==> src/rtl/vram_arbiter.sv <==
// vram_arbiter: arbitrates a single SRAM controller between video reads and
// buffered drawing-side writes. Reads are served at once while the arbiter is
// idle. Writes queue in a small FIFO and are issued only during video
// blanking, and only when no read is pending.
//
// Ports
//   CLK, RESETN      clock, asynchronous active-low reset
//   WR_REQ/ADDR/DATA drawing-side write request (pushed into the FIFO)
//   WR_FULL, WR_OVF  FIFO full, sticky dropped-write flag
//   VGA_BLANK        writes may start only while high
//   RD_REQ/ADDR      video-side read request
//   RD_DATA/VALID    registered read data and its update pulse
//   RD_MISS          pulse: the read of the previous cycle was not served
//   MEM_*            SRAM controller interface
module vram_arbiter #(
  parameter int FIFO_AW = 2
) (
  input  logic        CLK,
  input  logic        RESETN,
  input  logic        WR_REQ,
  input  logic [17:0] WR_ADDR,
  input  logic [15:0] WR_DATA,
  output logic        WR_FULL,
  output logic        WR_OVF,
  input  logic        VGA_BLANK,
  input  logic        RD_REQ,
  input  logic [17:0] RD_ADDR,
  output logic [15:0] RD_DATA,
  output logic        RD_VALID,
  output logic        RD_MISS,
  output logic        MEM_STARTWRITE,
  output logic [17:0] MEM_ADDR,
  output logic [15:0] MEM_DATAWRITTEN,
  input  logic [15:0] MEM_DATAREAD,
  input  logic        MEM_WRITEREADY
);

  localparam int DEPTH = 1 << FIFO_AW;

  typedef struct packed {
    logic [17:0] addr;
    logic [15:0] data;
  } wr_ent_t;

  typedef enum logic [1:0] {HOLD, IDLE, START, WAIT} state_t;

  state_t            state_q, state_d;
  logic [1:0]        cnt_q;
  wr_ent_t           fifo_q [DEPTH];
  logic [FIFO_AW:0]  wptr_q, rptr_q;
  wr_ent_t           cur_q;
  wr_ent_t           head;
  logic              full, empty, push, pop;
  logic              ovf_q, rd_valid_q, rd_miss_q;
  logic [15:0]       rd_data_q;

  assign full  = (wptr_q[FIFO_AW] != rptr_q[FIFO_AW]) &&
                 (wptr_q[FIFO_AW-1:0] == rptr_q[FIFO_AW-1:0]);
  assign empty = (wptr_q == rptr_q);
  // full is taken before this edge's pop, so a pop never frees room for a
  // push at the same edge
  assign push  = WR_REQ && !full;
  assign pop   = (state_q == START);
  assign head  = fifo_q[rptr_q[FIFO_AW-1:0]];

  always_ff @(posedge CLK) begin
    if (push) fifo_q[wptr_q[FIFO_AW-1:0]] <= '{addr: WR_ADDR, data: WR_DATA};
  end

  always_comb begin
    state_d = state_q;
    case (state_q)
      HOLD:  if (cnt_q == 2'd3) state_d = IDLE;
      IDLE:  if (!empty && VGA_BLANK && !RD_REQ) state_d = START;
      START: state_d = WAIT;
      WAIT:  if (MEM_WRITEREADY) state_d = IDLE;
      default: state_d = HOLD;
    endcase
  end

  always_ff @(posedge CLK or negedge RESETN) begin
    if (!RESETN) begin
      state_q    <= HOLD;
      cnt_q      <= '0;
      wptr_q     <= '0;
      rptr_q     <= '0;
      ovf_q      <= 1'b0;
      cur_q      <= '0;
      rd_data_q  <= '0;
      rd_valid_q <= 1'b0;
      rd_miss_q  <= 1'b0;
    end else begin
      state_q <= state_d;
      // HOLD lets any controller write in flight at reset drain out
      cnt_q   <= (state_q == HOLD) ? cnt_q + 2'd1 : 2'd0;
      if (push)             wptr_q <= wptr_q + 1'b1;
      if (WR_REQ && full)   ovf_q  <= 1'b1;
      if (pop) begin
        rptr_q <= rptr_q + 1'b1;
        cur_q  <= head;
      end
      rd_valid_q <= RD_REQ && (state_q == IDLE);
      rd_miss_q  <= RD_REQ && (state_q != IDLE);
      if (RD_REQ && state_q == IDLE) rd_data_q <= MEM_DATAREAD;
    end
  end

  always_comb begin
    MEM_ADDR        = RD_ADDR;
    MEM_DATAWRITTEN = cur_q.data;
    MEM_STARTWRITE  = 1'b0;
    case (state_q)
      START: begin
        MEM_STARTWRITE  = 1'b1;
        MEM_ADDR        = head.addr;
        MEM_DATAWRITTEN = head.data;
      end
      WAIT:    MEM_ADDR = cur_q.addr;
      default: ;
    endcase
  end

  assign WR_FULL  = full;
  assign WR_OVF   = ovf_q;
  assign RD_DATA  = rd_data_q;
  assign RD_VALID = rd_valid_q;
  assign RD_MISS  = rd_miss_q;

endmodule

==> config.mk <==
export PLATFORM = sky130hd
export DESIGN_NAME = vram_arbiter
export DESIGN_NICKNAME = d
export VERILOG_FILES = /design/src/rtl/vram_arbiter.sv
export SDC_FILE = /design/constraint.sdc
export NUM_CORES = 1
export LEC_CHECK = 0
export ABC_AREA = 0
export CAP_MARGIN = 5
export CORE_AREA = 2 2 102 178
export DETAILED_ROUTE_END_ITERATION = 10
export DIE_AREA = 0 0 104 180
export GPL_ROUTABILITY_DRIVEN = 0
export PLACE_DENSITY = 0.66
export SLEW_MARGIN = 15
export SYNTH_ARGS = -nofsm -noshare
export SYNTH_HDL_FRONTEND = slang
export SYNTH_SLANG_ARGS = --single-unit
==> constraint.sdc <==
create_clock -name CLK -period 6.6 [get_ports CLK]
set_input_delay 1.32 -clock CLK [delete_from_list [all_inputs] [get_ports CLK]]
set_output_delay 1.32 -clock CLK [all_outputs]
set_load 0.005 [all_outputs]
==> results_dict.tcl <==
set metrics [dict create \
    status "completed" \
    start_util 0.445 \
    finClkSkew_ns 0.00974 \
    via_count 4004 \
    tritoncts "yes" \
    drtPass1Iterations 4 \
    antenna_found_initial 0 \
    io_buffers 128 \
    die_h_um 180 \
    power.density_nw_per_um2 454 \
    fill_cells 1398 \
    clockPowerShare 0.218 \
    p_seq_frac 0.438 \
    hold_path.class "reg2reg" \
    hold_viol 0 \
    worst_pin_slew_ns 1.07 \
    comb_power_share 0.344 \
    whs_ns 0.442 \
    gr-total-overflow 0 \
    swShare 0.296 \
    power.leakage_nw 3.57 \
    grt_pass1_vias 4443 \
    drt_iter0_drc 199 \
    placed_cells 765 \
    fmax_ghz 0.232 \
    wl_per_cell_um 18.6 \
    setup_slack_ns 2.28 \
    root_buffer "clkbuf_16" \
    r2r_cells 4 \
    design_area_um2 9730 \
    cts_resized 0 \
    syn_inst 422 \
    io_pins 129 \
    switching_power_mw 1.31 \
    clk_pin_slew_ns 0.07 \
    die_x_um 104 \
    cts.sinks 199 \
    synth_seq_area_share 0.736 \
    peakVddDrop_v 0.000186 \
    finalPower_mw 4.41 \
    ys_ff_latch 199 \
    n_antenna_cell 0 \
    grt_setup_unrepaired "no" \
    grt_pass1_wl_mm 24.0 \
    slew_violations 0 \
    yosysWarnings 0 \
    clock_path_buffers 2 \
    finalCritPeriodShare 0.654 \
    max_cap_violations 0 \
    numCtsBuffers 17 \
    placed_cell_area_um2 9190 \
    start_kind "register" \
    crit_path_top_delay_cell "nor2_1" \
    arrival_ns 3.00 \
    drc 0 \
    syn_nets 506 \
    routed_wl_mm 14.8 \
    critical_path_class "reg2out" \
    postCtsSetupBuffers 0 \
    fin_crit_ns 4.32 \
    die-area_um2 18700 \
    fin_cells 797 \
    required_ns 5.28 \
    synthDistinctLibCells 27 \
    via_per_inst 5.02 \
    p_int_mw 3.11 \
    cts-hold-fix-buffers 0 \
    finalSetupViolCount 0 \
    syn_area_um2 7690 \
    clkLatencyLatePin_ns 0.43 \
    rows 64 \
    critical-path-max-stage-delay_ns 0.91 \
    fin_util 0.563 \
    worstHoldPathCells 1 \
    dpl.hpwl_mm 9.09 \
    end_kind "output port" \
    fp.coreArea_um2 17300 \
    htreeDepth 4 \
    max_slew_margin 0.283 \
    critPathMaxFanout 18 \
    tns_ns 0 \
    drive_gt1_frac 0.191 \
    fin_nets 637 \
    drt.antenna.violating_nets 0 \
    track_usage 0.169 \
    grt_max_degree 64 \
    pre_cts_slack_ns 2.65 \
    syn_to_final_growth_pct 26.5 \
    synth.avg_cell_area_um2 18.2 \
    crit_chain "ha_1, nor2_1, a22oi_1, nand2_1, clkdlybuf4s50_1" \
]
-- worst max-delay path, delay by kind of cell (launching register included) --
family | cells | cell delay [ns]
and+or+nand+nor | 2 | 1.03
buffers and inverters | 1 | 0.50
adders and majority gates | 1 | 0.44
DFF | 1 | 0.41
AOI/OAI and AO/OA | 1 | 0.19
-- cells in the mapped netlist --
cell type    n  area share
inv_1       27       0.013
ha_1        10       0.016
a21oi_2      1      0.0011
clkbuf_1     4      0.0020
a22oi_1     16       0.016
edfxtp_1   136        0.53
a311o_1      1      0.0013
and3_1       1     0.00081
mux2_2      33       0.048
a31oi_2      1      0.0016
o22ai_1      1     0.00081
o21ai_0     21       0.014
xnor2_1      5      0.0057
nand2_1     39       0.019
dfrtp_1     63        0.20
a21o_1       1     0.00098
nor2b_1      1     0.00081
buf_6        3      0.0044
and2_1       5      0.0041
nor2_1       2     0.00098
mux2_1       1      0.0015
o221ai_1     2      0.0023
mux4_2      33       0.097
mux4_1       1      0.0034
xor2_1       3      0.0034
buf_2        7      0.0046
buf_1        4      0.0020
-- power by group through the flow --
stage	Sequential, mW	Clock, mW	Combinational [mW]
after CTS	1.94	0.985	1.56
after global routing	1.98	1.04	1.67
final	1.93	0.962	1.52
after global placement	1.95	0	1.53
after detailed placement	1.97	0	1.55
after floorplan	1.86	0	0.926
-- cell usage in the layout, fill, tap and decap left out, types with 2 or more instances in the layout --
master and n:
dfrtp_2 2, clkinv_2 2, nor2_1 2, mux2_2 33
xor2_1 3, edfxtp_1 136, nand2_1 39, a22oi_1 16
clkbuf_16 17, inv_6 4, and2_2 4, clkinv_4 2
o21ai_0 21, mux4_2 33, dfrtp_1 61, o221ai_1 2
buf_4 3, inv_4 2, inv_8 3, ha_1 9
inv_1 27, xnor2_1 5, clkdlybuf4s50_1 127
-- worst paths after layout --
kind | from | endpoint | slack [ns]
worst max register to register | rptr_q[0] | fifo_q[2][11] | 3.53
worst min-delay path | cnt_q[0] | cnt_q[0] | 0.44
worst min register to register | cnt_q[0] | cnt_q[0] | 0.44
worst max-delay path | state_q[0] | MEM_ADDR[1] | 2.28
min in group asynchronous | RESETN | cur_q[2] | 0.99
max in group asynchronous | RESETN | rptr_q[1] | 5.02
-- state kept, by name (all words and copies together), names as in the netlist --
signal and flops:
cnt_q 2, rptr_q 3, cur_q 34, RD_MISS 1, RD_DATA 16, wptr_q 3
fifo_q 136, state_q 2, WR_OVF 1, RD_VALID 1
-- routing by layer --
metal  share of wire  up-vias  track usage
li1                -     1858            -
met5               0        -            0
met1            0.40     2027        0.192
met4           0.014        0       0.0627
met3           0.046       14       0.0410
met2            0.54      105        0.305
-- cell type report --
cell class / count / area (um^2) / share of cell area
Clock buffer: 18 / 429 / 0.0441
Inverter: 27 / 101 / 0.0104
Multi-Input combinational cell: 178 / 1840 / 0.189
Timing Repair Buffer: 130 / 1290 / 0.133
Sequential cell: 199 / 5660 / 0.582
Tap cell: 231 / 289 / 0.0297
Clock inverter: 14 / 113 / 0.0116
-- cell families (layout without fill, tap and decap cells) --
logic type                 after synthesis  after routing  synth area share
AOI/OAI and AO/OA                       44             44            0.0374
adders and majority gates               10             10            0.0163
and+or+nand+nor                         48             48            0.0257
muxes                                   68             68             0.150
DFF                                    199            199             0.736
buffers and inverters                   45            189            0.0260
xor gates and xnor gates                 8              8           0.00911
(Power assumes the default switching activity.)
